<file path="config.mk">
export PLATFORM = sky130hd
export DESIGN_NAME = uart_rx_axis
export DESIGN_NICKNAME = d
export VERILOG_FILES = /design/src/rtl/uart_pkg.sv /design/src/rtl/sync_fifo.sv /design/src/rtl/uart_rx_axis.sv
export SDC_FILE = /design/constraint.sdc
export NUM_CORES = 1
export LEC_CHECK = 0
export BUFFER_PORTS_ARGS = -buffer_cell sky130_fd_sc_hd__buf_2
export CAP_MARGIN = 20
export CORE_MARGIN = 5
export CORE_UTILIZATION = 40
export CTS_CLUSTER_DIAMETER = 50
export DETAILED_ROUTE_END_ITERATION = 10
export GPL_TIMING_DRIVEN = 1
export SLEW_MARGIN = 20
export SYNTH_ARGS = -nofsm -noshare
export SYNTH_HDL_FRONTEND = slang
export SYNTH_HIERARCHICAL = 1
export SYNTH_SLANG_ARGS = --single-unit
</file>
<file path="constraint.sdc">
create_clock -name clk -period 8.1 [get_ports clk]
set_clock_uncertainty 0.15 [all_clocks]
set_input_delay 0.405 -clock clk [delete_from_list [all_inputs] [get_ports clk]]
set_output_delay 0.405 -clock clk [all_outputs]
set_load 0.005 [all_outputs]
</file>
<file path="src/rtl/uart_pkg.sv">
// Shared types and widths for the debug UART receive path.
package uart_pkg;

    localparam int unsigned UART_DATA_BITS  = 8;
    localparam int unsigned UART_AXIS_WIDTH = 32;

    typedef enum logic [2:0] {
        IDLE,
        START,
        DATA,
        STOP,
        BREAK
    } uart_rx_state_t;

endpackage

</file>
<file path="src/rtl/sync_fifo.sv">
// First-word fall-through synchronous FIFO; a full FIFO still accepts a push when it pops in the same cycle.
module sync_fifo #(
    parameter int unsigned WIDTH = 8,
    parameter int unsigned DEPTH = 4
) (
    input  logic             clk,
    input  logic             rst,
    input  logic             push_i,
    input  logic [WIDTH-1:0] wdata_i,
    input  logic             pop_i,
    output logic [WIDTH-1:0] rdata_o,
    output logic             full_o,
    output logic             empty_o
);

    localparam int unsigned AW = $clog2(DEPTH);
    localparam int unsigned CW = AW + 1;

    logic [WIDTH-1:0] mem_q [DEPTH];
    logic [AW-1:0]    wr_ptr_q, wr_ptr_d;
    logic [AW-1:0]    rd_ptr_q, rd_ptr_d;
    logic [CW-1:0]    count_q, count_d;
    logic             full_q, full_d;
    logic             empty_q, empty_d;
    logic             do_push, do_pop;

    always_comb begin
        do_pop   = pop_i && !empty_q;
        do_push  = push_i && (!full_q || do_pop);
        wr_ptr_d = wr_ptr_q + AW'(do_push);
        rd_ptr_d = rd_ptr_q + AW'(do_pop);
        count_d  = count_q + CW'(do_push) - CW'(do_pop);
        full_d   = (count_d == CW'(DEPTH));
        empty_d  = (count_d == '0);
    end

    always_ff @(posedge clk or posedge rst) begin
        if (rst) begin
            wr_ptr_q <= '0;
            rd_ptr_q <= '0;
            count_q  <= '0;
            full_q   <= 1'b0;
            empty_q  <= 1'b1;
        end else begin
            wr_ptr_q <= wr_ptr_d;
            rd_ptr_q <= rd_ptr_d;
            count_q  <= count_d;
            full_q   <= full_d;
            empty_q  <= empty_d;
        end
    end

    // Storage is reset so the head reads as zero straight out of reset.
    always_ff @(posedge clk or posedge rst) begin
        if (rst) begin
            for (int i = 0; i < int'(DEPTH); i++) begin
                mem_q[i] <= '0;
            end
        end else if (do_push) begin
            mem_q[wr_ptr_q] <= wdata_i;
        end
    end

    assign rdata_o = mem_q[rd_ptr_q];
    assign full_o  = full_q;
    assign empty_o = empty_q;

endmodule

</file>
<file path="src/rtl/uart_rx_axis.sv">
// 8N1 UART receiver feeding a small FIFO with a 32-bit valid/ready stream output.
module uart_rx_axis
    import uart_pkg::*;
#(
    parameter int unsigned CLKS_PER_BIT = 868,
    parameter int unsigned FIFO_DEPTH   = 4
) (
    input  logic                       clk,
    input  logic                       rst,
    input  logic                       rxd,
    output logic [UART_AXIS_WIDTH-1:0] m_axis_rdata,
    output logic                       m_axis_rvalid,
    input  logic                       m_axis_rready,
    output logic                       frame_err,
    output logic                       overrun
);

    localparam int unsigned CNT_W = $clog2(CLKS_PER_BIT);
    localparam int unsigned IDX_W = $clog2(UART_DATA_BITS);

    logic                      rxd_meta_q, rxd_s_q;
    uart_rx_state_t            state_q, state_d;
    logic [CNT_W-1:0]          cnt_q, cnt_d;
    logic [CNT_W-1:0]          limit_m1;
    logic [IDX_W-1:0]          bit_idx_q, bit_idx_d;
    logic [UART_DATA_BITS-1:0] shift_q, shift_d;
    logic                      sample;
    logic                      push;
    logic                      pop;
    logic                      frame_err_q, frame_err_d;
    logic                      overrun_q, overrun_d;
    logic                      fifo_full, fifo_empty;
    logic [UART_DATA_BITS-1:0] fifo_rdata;

    // Two-flop synchronizer, idle-high after reset.
    always_ff @(posedge clk or posedge rst) begin
        if (rst) begin
            rxd_meta_q <= 1'b1;
            rxd_s_q    <= 1'b1;
        end else begin
            rxd_meta_q <= rxd;
            rxd_s_q    <= rxd_meta_q;
        end
    end

    always_ff @(posedge clk or posedge rst) begin
        if (rst) begin
            state_q     <= IDLE;
            cnt_q       <= '0;
            bit_idx_q   <= '0;
            shift_q     <= '0;
            frame_err_q <= 1'b0;
            overrun_q   <= 1'b0;
        end else begin
            state_q     <= state_d;
            cnt_q       <= cnt_d;
            bit_idx_q   <= bit_idx_d;
            shift_q     <= shift_d;
            frame_err_q <= frame_err_d;
            overrun_q   <= overrun_d;
        end
    end

    always_comb begin
        limit_m1 = (state_q == START) ? CNT_W'(CLKS_PER_BIT / 2 - 1)
                                      : CNT_W'(CLKS_PER_BIT - 1);
        sample   = (cnt_q == limit_m1);
    end

    always_comb begin
        state_d     = state_q;
        cnt_d       = cnt_q + CNT_W'(1);
        bit_idx_d   = bit_idx_q;
        shift_d     = shift_q;
        push        = 1'b0;
        frame_err_d = 1'b0;

        case (state_q)
            IDLE: begin
                if (!rxd_s_q) state_d = START;
            end
            START: begin
                if (sample) begin
                    if (!rxd_s_q) begin
                        state_d   = DATA;
                        bit_idx_d = '0;
                    end else begin
                        state_d = IDLE;
                    end
                end
            end
            DATA: begin
                if (sample) begin
                    shift_d = {rxd_s_q, shift_q[UART_DATA_BITS-1:1]};
                    if (bit_idx_q == IDX_W'(UART_DATA_BITS - 1)) begin
                        state_d = STOP;
                    end else begin
                        bit_idx_d = bit_idx_q + IDX_W'(1);
                    end
                end
            end
            STOP: begin
                // Leaving mid-stop-bit lets a back-to-back start edge be caught.
                if (sample) begin
                    if (rxd_s_q) begin
                        push    = 1'b1;
                        state_d = IDLE;
                    end else begin
                        frame_err_d = 1'b1;
                        state_d     = BREAK;
                    end
                end
            end
            BREAK: begin
                if (rxd_s_q) state_d = IDLE;
            end
            default: begin
                state_d = IDLE;
            end
        endcase

        if (state_q == IDLE || state_q == BREAK || sample || state_d != state_q) begin
            cnt_d = '0;
        end
    end

    assign pop       = m_axis_rvalid && m_axis_rready;
    assign overrun_d = push && fifo_full && !pop;

    sync_fifo #(
        .WIDTH (UART_DATA_BITS),
        .DEPTH (FIFO_DEPTH)
    ) u_fifo (
        .clk     (clk),
        .rst     (rst),
        .push_i  (push),
        .wdata_i (shift_q),
        .pop_i   (pop),
        .rdata_o (fifo_rdata),
        .full_o  (fifo_full),
        .empty_o (fifo_empty)
    );

    assign m_axis_rdata  = {{(UART_AXIS_WIDTH - UART_DATA_BITS){1'b0}}, fifo_rdata};
    assign m_axis_rvalid = !fifo_empty;
    assign frame_err     = frame_err_q;
    assign overrun       = overrun_q;

endmodule

</file>
==> results of run 1 <==
[Yosys cell counts (2+ instances only)]
master / n
dfrtp_1: 66
mux2_2: 42
buf_4: 24
nor2_1: 13
inv_1: 11
mux4_2: 8
ha_1: 7
nand2_1: 7
xor2_1: 7
nand3_1: 6
xnor2_1: 5
and4bb_2: 3
clkbuf_1: 3
dfstp_2: 3
nand4_1: 3
nor2b_1: 3
nor3_1: 3
a21oi_1: 2
a21oi_2: 2
nor3b_1: 2
o31a_1: 2
o31ai_1: 2
or3b_1: 2
[through the flow]
step                       util  setup slack [ns]  area, µm²  total power, mW  std cells
after floorplan               -              4.95       3420            0.478        274
after detailed placement  0.418              4.60       3420            0.487        364
after global placement    0.418              4.73       3420            0.486        364
final                     0.446              4.60       3650            0.783        381
after CTS                 0.446              4.57       3650            0.798        381
after global routing      0.446              4.34       3650            0.827        381
[cells in the final DEF, fill, tap and decap left out, drive strengths merged, types with 2 or more instances in the layout]
master	synthesis	routed
xnor2	5	5
ha	7	7
or3b	2	2
buf	27	16
dlygate4sd3	0	2
nand2	7	7
conb	1	24
inv	11	11
xor2	7	7
nor3b	2	2
mux4	8	8
nor3	3	3
dfstp	3	3
mux2	42	42
nor2	14	14
o31a	2	2
o31ai	2	2
bufinv	0	2
nand4	3	3
clkbuf	4	11
a2111oi	2	2
nand3	6	6
nor2b	3	3
dfrtp	66	66
and4bb	3	3
a21oi	4	4
[kinds of logic after synthesis]
group,after synthesis,share of synthesized area
AND/OR/NAND/NOR,52,0.0925
other,1,0.00113
multiplexers,51,0.199
buffers and inverters,42,0.0774
XOR/XNOR,12,0.0316
adder cells (fa/ha/maj),8,0.0323
flip-flops,69,0.520
AO/OA/AOI/OAI,16,0.0462
[per-layer routing]
layer	wire length, µm	GRT usage	share of wire	up-vias
li1	-	-	-	884
met1	2590	0.161	0.47	942
met2	2440	0.171	0.45	40
met3	341	0.0482	0.062	8
met4	96	0.0521	0.018	0
met5	0	0	0	-
[worst reg2reg max path: cells and delay by family, from the launching register on]
kind / cells / cell delay [ns]
fa+ha+maj: 3 / 0.77
flops: 1 / 0.44
xor+xnor: 2 / 0.37
buf+inv: 4 / 0.25
compound gates: 1 / 0.17
simple gates: 5 / 1.24
[cell type report]
class | count | share of cell area
clock buffer | 11 | 0.0387
multi-input combinational | 163 | 0.391
sequential | 69 | 0.474
timing repair buffer | 18 | 0.0288
tap | 105 | 0.0360
clock inverter | 4 | 0.0199
inverter | 11 | 0.0113
[worst paths after layout]
check | from | slack, ns | to | cells after the start
max | cnt_q[2]$_DFF_PP0_ | 4.60 | u_fifo/full_o$_DFF_PP0_ | 15
min | rxd_meta_q$_DFF_PP1_ | 0.21 | rxd_s_q$_DFF_PP1_ | 0
max reg2reg | cnt_q[2]$_DFF_PP0_ | 4.60 | u_fifo/full_o$_DFF_PP0_ | 15
min reg2reg | rxd_meta_q$_DFF_PP1_ | 0.21 | rxd_s_q$_DFF_PP1_ | 0
max in group asynchronous | rst | 6.83 | u_fifo/empty_o$_DFF_PP1_ | 4
min in group asynchronous | rst | 0.53 | cnt_q[9]$_DFF_PP0_ | 4
[sequential cells by signal (all words and copies together) (netlist names)]
register / flops
u_fifo/mem_q: 32
cnt_q: 10
shift_q: 8
bit_idx_q: 3
state_q: 3
u_fifo/count_q: 3
u_fifo/rd_ptr_q: 2
u_fifo/wr_ptr_q: 2
frame_err: 1
overrun: 1
rxd_meta_q: 1
rxd_s_q: 1
u_fifo/empty_o: 1
u_fifo/full_o: 1
[power groups by stage]
stage / clock (mW) / combinational (mW) / sequential [mW]
final: 0.304 / 0.0821 / 0.397
after global routing: 0.329 / 0.0946 / 0.403
after CTS: 0.315 / 0.0841 / 0.399
after detailed placement: 0 / 0.0819 / 0.405
after global placement: 0 / 0.0809 / 0.405
after floorplan: 0 / 0.101 / 0.376
==> metrics, run 1 <==
Global Route Usage Sum=0.120; status=complete, no violations; Clock Pin Slew Worst Setup and Hold Paths=0.07 ns; Final #Nets=284; Yosys reg bits=69; Congestion Overflow GR=0; combinational share of power=0.105; Netlist Area Pre-Place=0.00333 mm²; Power Dens Cells=215 mW/mm²; Cells after Synth=251; CP most frequent cell=inv_1; Filler cells=749; Psw=197 µW; synth top area cells=dfrtp_1, mux2_2, buf_4, mux4_2, ha_1; DRC=0; num ports=39; number of synthesized flops with an enable pin=0; Layout area overhead=9.62%; post-DP HPWL=around 3700 µm; Port-buffer cells=14; crit-path max FO=7; internal power=586 µW; Seq/Total Area, Yosys=0.520; WL per Instance=14.3 µm; number of global-route vias before repair=1,898; Slew HR=0.415; delay-heaviest family, CP=simple AND/OR/NAND/NOR gates; ANT cells=0; crit path time final=between 3 and 4 ns; Root Buffer=clkbuf_8; gpl congestion=0.757; drt first-iter violations=72; Hold Buf Count CTS=2; maximum vdd drop=0.114 mV; Final Cycle Share=0.432; Die Wd=101 µm; final count of negative-setup-slack endpoints=0; post-synth top area share=0.496; Total Wirelength=5470 µm; Synth Area per Inst=between 10 and 15 µm²; Synth warnings=6; top_reg_cell synth=dfrtp_1; DR vias=1,874; Post-synth ARST share=1.00; 1st-pass router iterations=4; Final Hold Viols=0; Max Buffers Root-to-Sink=2; post-synth top area cell=dfrtp_1; area of the multi-input gates=roughly 0.0014 mm²; critical path buffer and inverter count=4; fraction of layout cells with a size suffix above 1=0.337; largest net degree at the start of global routing=42; Achievable Freq=286 MHz; Worst Hold Class=reg2reg; part of the power in registers=0.507; core area=0.00818 mm²; Post-CTS Resized=0; LEAKAGE=1.74 nW; first-pass GRT wire length=a little over 9000 µm; via density per instance=4.92; worst hold slack=0.207 ns; number of routed nets with antenna violations=0; Critical-path top delay cell=dfrtp_1; Std-Cell Rows=33; Clk pwr share=0.388; Worst-Margin Slew=0.877 ns; CP max stage delay=0.44 ns; setup TNS=0 ns; Slew Limit Fails=0; Die Span Y=around 100 µm; CP Data Arrival Time=3.60 ns; H-tree depth=3; die area=0.0102 mm²; max_cap viols=0; WS Path Type=reg2reg; Starting Density=0.407; CP Capture Type=flop; clock sink count=between 60 and 70; switching power share of the total=0.252; CP Data Required Time=a little over 8 ns; number of CTS-inserted buffers=9; initial antenna violation count=0; RSZ-0062 raised after global routing=false; startpoint type of the worst setup path=flop; synth unique cells=48; # Post-CTS Setup Buffers=0; CTS tree=built; clk_lat worst skew=0.34 ns; crit-path cells=and4bb_2, nand4_1, nor2_1, and2_1, inv_1, a21oi_1, inv_1, ha_1, inv_1, ha_1, inv_1, fa_1, xnor2_1, xnor2_1, nor3b_1; register area=0.00173 mm²
No activity file was read; power rests on OpenSTA's default activity.
==> inputs of run 2 (changes only) <==
- clock period: 8.1 -> 3.65 ns (I/O delays scaled with it)
==> metrics, run 2 (synthesis gave the netlist of run 1 again) <==
status=complete, no violations; crit-path max FO=6 (-1); Port-buffer cells=14 (unchanged); worst hold slack=0.220 ns (+0.0131 ns); Non-Filler Instances=383 (+0.52%); Post-CTS Resized=0 (unchanged); worst r2r src=cnt_q[4]$_DFF_PP0_; final count of negative-setup-slack endpoints=0 (unchanged); crit path time final=3.31 ns (-0.185 ns); largest reg by FF count=u_fifo/mem_q; Total Wirelength=5490 µm (+0.51%); Critical-path top delay cell=dfrtp_1; CTS tree=built; largest net degree at the start of global routing=29 (-31%); number of routed nets with antenna violations=0 (unchanged); Final Hold Viols=0 (unchanged); via density per instance=4.89 (-0.52%); core area=0.00818 mm² (unchanged); crit-path cells=and4bb_2, nand4_1, nor2_1, and2_1, inv_1, a21oi_1, inv_1, ha_1, inv_1, ha_1, inv_1, fa_1, xnor2_1, xnor2_1, nor3b_1; post-DP HPWL=3800 µm (+3.0%); CP max stage delay=0.44 ns (about the same); Starting Density=0.407 (unchanged); area of the multi-input gates=0.00143 mm² (unchanged); ANT cells=0 (unchanged); CP Data Arrival Time=3.40 ns (-0.20 ns); Layout area overhead=9.21%; DR vias=1,874 (unchanged); top flop regs=u_fifo/mem_q: 32 flops, cnt_q: 10 flops, shift_q: 8 flops; Psw=433 µW (+120%); DP Cell Count=365 (+0.27%); Slew Limit Fails=0 (unchanged); LEAKAGE=1.73 nW (-0.31%); DRC=0 (unchanged); fraction of layout cells with a size suffix above 1=0.342 (+0.00477); 1st-pass router iterations=4 (unchanged); Worst Hold Class=reg2reg; CP Data Required Time=3.74 ns (-4.46 ns); CP most frequent cell=inv_1; r2r endpoint=u_fifo/full_o$_DFF_PP0_; final core occ=0.445 (-0.00168); first-pass GRT wire length=9720 µm (+4.2%); R2R Setup Slk=0.34 ns (-4.27 ns); Hold Crit Start=rxd_meta_q$_DFF_PP1_; Global Route Usage Sum=0.122 (+0.00263); die area=0.0102 mm² (unchanged); clock sink count=69 (unchanged); Post-DP Area=0.00342 mm² (+0.22%); hold endpoint=rxd_s_q$_DFF_PP1_; WL per Instance=14.3 µm (about the same); RSZ-0062 raised after global routing=false; Std-Cell Rows=33 (unchanged); Congestion Overflow GR=0 (unchanged); gpl congestion=0.748 (-1.2%); startpoint type of the worst setup path=flop; internal power=1.23 mW (+110%); switching power share of the total=0.260 (+0.00788); Final WS setup=0.339 ns (-4.27 ns); clk_lat worst skew=0.33 ns (about the same); setup TNS=0 ns (unchanged); most common library cell in the layout ignoring fill and taps=dfrtp_1; Final Cycle Share=0.907 (+0.476); Clock Pin Slew Worst Setup and Hold Paths=0.07 ns (about the same); Final #Nets=285 (+0.35%); register area=0.00173 mm² (unchanged); Root Buffer=clkbuf_8; drt first-iter violations=60 (-17%); Worst-Margin Slew=0.905 ns (+0.0283 ns); Power Dens Cells=458 mW/mm² (+110%); max_cap viols=0 (unchanged); number of CTS-inserted buffers=9 (unchanged); Die Wd=101 µm (unchanged); max reg flops=32 (unchanged); Achievable Freq=302 MHz (+5.6%); WS Path Type=reg2reg; CP Capture Type=flop; Clk pwr share=0.363 (-0.025); initial antenna violation count=0 (unchanged); maximum vdd drop=0.277 mV (+140%); Max Buffers Root-to-Sink=2 (unchanged); part of the power in registers=0.529 (+0.022); Total Power=1.67 mW (+110%); Die Span Y=101 µm (unchanged); most frequent cells in the layout=dfrtp_1, mux2_2, conb_1, buf_2, nor2_1; Filler cells=758 (+1.2%); H-tree depth=3 (unchanged); number of global-route vias before repair=1,971 (+3.8%); setup slack at placement=0.332 ns (-4.27 ns); R2R cell count=15 (unchanged); final instance area=0.00364 mm² (-0.38%); Slew HR=0.397 (-0.0188); Worst Hold Depth=0 (unchanged); combinational share of power=0.108 (+0.003); num ports=39 (unchanged)
[run 2: cell count changes in the layout (fill, tap and decap cells not counted), sizes merged]
cell,change
buf,+1
bufinv,-1
clkbuf,+1
clkinv,+1
[run 2: layer usage]
layer / vias to the layer above / routed length (µm) / GRT usage
met5: - / 0 / 0
met4: 0 / 123 / 0.0613
met3: 9 / 264 / 0.0289
met2: 43 / 2440 / 0.182
met1: 938 / 2660 / 0.168
li1: 884 / - / -
[run 2: worst max path at each step]
stage / startpoint / slack (ns) / cells past startpoint / endpoint
floorplan: cnt_q[2]$_DFF_PP0_ / 0.50 / 15 / u_fifo/full_o$_DFF_PP0_
global placement: cnt_q[2]$_DFF_PP0_ / 0.45 / 15 / u_fifo/full_o$_DFF_PP0_
detailed placement: cnt_q[2]$_DFF_PP0_ / 0.33 / 15 / u_fifo/full_o$_DFF_PP0_
CTS: cnt_q[2]$_DFF_PP0_ / 0.31 / 15 / u_fifo/full_o$_DFF_PP0_
global route: cnt_q[2]$_DFF_PP0_ / 0.07 / 15 / u_fifo/full_o$_DFF_PP0_
finish: cnt_q[4]$_DFF_PP0_ / 0.34 / 15 / u_fifo/full_o$_DFF_PP0_
[run 2: critical path: cells and delay by family (launching register included)]
kind / cells / cell delay, ns
xor gates and xnor gates: 2 / 0.35
DFF: 1 / 0.44
and+or+nand+nor: 5 / 1.08
buffers and inverters: 4 / 0.26
AOI/OAI and AO/OA: 1 / 0.18
adders and majority gates: 3 / 0.77
[run 2: power groups by stage]
stage               registers, mW  logic, mW  clock network [mW]
global placement            0.898      0.178                   0
finish                      0.881      0.181               0.605
global route                0.892      0.205               0.655
floorplan                   0.835      0.225                   0
CTS                         0.884      0.186               0.624
detailed placement          0.898      0.184                   0
[run 2: what timing repair did]
action | CTS | global route
buffers inserted | 0 | 0
hold buffers | 2 | 0
hold endpoints to repair | 20 | 0
[run 2: final cells by class]
class                      count  area share
clock buffer                  12      0.0399
clock inverter                 4      0.0131
inverter                      11      0.0114
multi-input combinational    163       0.393
sequential                    69       0.476
tap                          105      0.0361
timing repair buffer          19      0.0310
==> inputs of run 3 (changes only) <==
- REMOVE_ABC_BUFFERS: default -> 1
==> metrics, run 3 (synthesis gave the netlist of run 1 again) <==
CP Capture Type=flop; via density per instance=4.89 (-0.11%); # Post-CTS Setup Buffers=0 (unchanged); number of routed nets with antenna violations=0 (unchanged); H-tree depth=3 (unchanged); final count of negative-setup-slack endpoints=0 (unchanged); Root Buffer=clkbuf_8; post-DP HPWL=3780 µm (-0.47%); most frequent cells in the layout=dfrtp_1, mux2_2, conb_1, buf_2, nor2_1; Final #Nets=286 (+0.35%); clk_lat worst skew=0.33 ns (about the same); Filler cells=744 (-1.8%); largest net degree at the start of global routing=27 (-6.9%); register area=0.00173 mm² (unchanged); CP Data Arrival Time=3.37 ns (-0.03 ns); Final Cycle Share=0.898 (-0.00900); startpoint type of the worst setup path=flop; RSZ-0062 raised after global routing=false; part of the power in registers=0.511 (-0.018); die area=0.0102 mm² (unchanged); core area=0.00818 mm² (unchanged); gpl congestion=0.854 (+14%); Psw=435 µW (+0.49%); Port-buffer cells=14 (unchanged); DR vias=1,872 (-0.11%); LEAKAGE=1.74 nW (+0.86%); Congestion Overflow GR=0 (unchanged); final instance area=0.00368 mm² (+1.3%); Die Wd=101 µm (unchanged); Layout area overhead=10.6%; Starting Density=0.407 (unchanged); Total Wirelength=5420 µm (-1.3%); WL per Instance=14.2 µm (-1.3%); DRC=0 (unchanged); Std-Cell Rows=33 (unchanged); setup TNS=0 ns (unchanged); Slew HR=0.388 (-0.00811); status=complete, no violations; Hold Buf Count CTS=2 (unchanged); Non-Filler Instances=383 (unchanged); first-pass GRT wire length=9160 µm (-5.7%); number of global-route vias before repair=1,872 (-5.0%); clock sink count=69 (unchanged); Power Dens Cells=467 mW/mm² (+1.7%); CTS tree=built; num ports=39 (unchanged); Worst Hold Class=reg2reg; Max Buffers Root-to-Sink=2 (unchanged); Die Span Y=101 µm (unchanged); number of CTS-inserted buffers=9 (unchanged); drt first-iter violations=74 (+23%); largest reg by FF count=u_fifo/mem_q; DP Cell Count=366 (+0.27%); top flop regs=u_fifo/mem_q: 32 flops, cnt_q: 10 flops, shift_q: 8 flops; Slew Limit Fails=0 (unchanged); max reg flops=32 (unchanged); 1st-pass router iterations=4 (unchanged); maximum vdd drop=0.321 mV (+16%); internal power=1.28 mW (+4.0%); crit path time final=3.28 ns (-0.0328 ns); Achievable Freq=305 MHz (+1.0%); initial antenna violation count=0 (unchanged); Clock Pin Slew Worst Setup and Hold Paths=0.07 ns (about the same); max_cap viols=0 (unchanged); Final Hold Viols=0 (unchanged); Post-DP Area=0.00345 mm² (+0.80%); switching power share of the total=0.253 (-0.00653); CP Data Required Time=3.74 ns (about the same); area of the multi-input gates=0.00143 mm² (unchanged); Post-CTS Resized=0 (unchanged); ANT cells=0 (unchanged); most common library cell in the layout ignoring fill and taps=dfrtp_1; Total Power=1.72 mW (+3.1%); Global Route Usage Sum=0.118 (-0.00410); fraction of layout cells with a size suffix above 1=0.345 (+0.00360); Worst-Margin Slew=0.912 ns (+0.00653 ns); crit-path max FO=7 (+1); WS Path Type=reg2reg; Clk pwr share=0.383 (+0.020); combinational share of power=0.106 (-0.002)
[run 3: cell types whose count changed in the layout (fill, tap and decap cells not counted), sizes merged]
cell,previous run,this run
clkinvlp,1,2
clkinv,2,3
bufinv,1,2
inv,11,10
buf,17,18
clkbuf,12,9
[run 3: through the flow]
step | setup WS (ns) | utilization | hold slack [ns]
6_report | 0.372 | 0.451 | 0.206
5_1_grt | 0.0816 | 0.451 | 0.209
4_1_cts | 0.353 | 0.451 | 0.208
3_5_place_dp | 0.357 | 0.422 | 0.111
3_3_place_gp | 0.465 | 0.419 | 0.139
2_1_floorplan | 0.506 | - | 0.0370
[run 3: area by class of cell]
| type | instances | share of cell area |
|---|---|---|
| Sequential cell | 69 | 0.470 |
| Multi-Input combinational cell | 163 | 0.388 |
| Timing Repair Buffer | 20 | 0.0380 |
| Tap cell | 105 | 0.0357 |
| Clock buffer | 9 | 0.0336 |
| Clock inverter | 6 | 0.0241 |
| Inverter | 11 | 0.0112 |
[run 3: critical path: stages, from the launching register on]
cell and delay, ns:
dfrtp_1 0.44, and4bb_2 0.34, nand4_1 0.15, nor2_1 0.15, and2_1 0.20, inv_1 0.10, a21oi_1 0.17, inv_1 0.06
ha_1 0.26, inv_1 0.05, ha_1 0.13, inv_1 0.05, fa_1 0.37, xnor2_1 0.18, xnor2_1 0.17, nor3b_1 0.20
[run 3: power groups by stage]
stage | logic, mW | clock network [mW] | registers, mW
2_1_floorplan | 0.153 | 0 | 0.873
3_3_place_gp | 0.179 | 0 | 0.898
3_5_place_dp | 0.184 | 0 | 0.896
4_1_cts | 0.185 | 0.682 | 0.881
5_1_grt | 0.209 | 0.719 | 0.887
6_report | 0.181 | 0.658 | 0.879
[run 3: path summary, 6_finish.rpt]
kind / to / startpoint / cells after the start / slack, ns
setup / recovery: u_fifo/full_o$_DFF_PP0_ / cnt_q[2]$_DFF_PP0_ / 15 / 0.37
hold / removal: rxd_s_q$_DFF_PP1_ / rxd_meta_q$_DFF_PP1_ / 0 / 0.21
setup reg to reg: u_fifo/full_o$_DFF_PP0_ / cnt_q[2]$_DFF_PP0_ / 15 / 0.37
hold reg to reg: rxd_s_q$_DFF_PP1_ / rxd_meta_q$_DFF_PP1_ / 0 / 0.21
max in group asynchronous: u_fifo/mem_q[16]$_DFFE_PP0P_ / rst / 4 / 2.34
min in group asynchronous: cnt_q[9]$_DFF_PP0_ / rst / 3 / 0.30
[run 3: per-layer routing]
layer / wire length (µm) / up-vias / global-route usage
met2: 2560 / 46 / 0.181
met4: 59 / 0 / 0.0552
met1: 2510 / 939 / 0.156
met3: 289 / 5 / 0.0337
met5: 0 / - / 0
li1: - / 882 / -
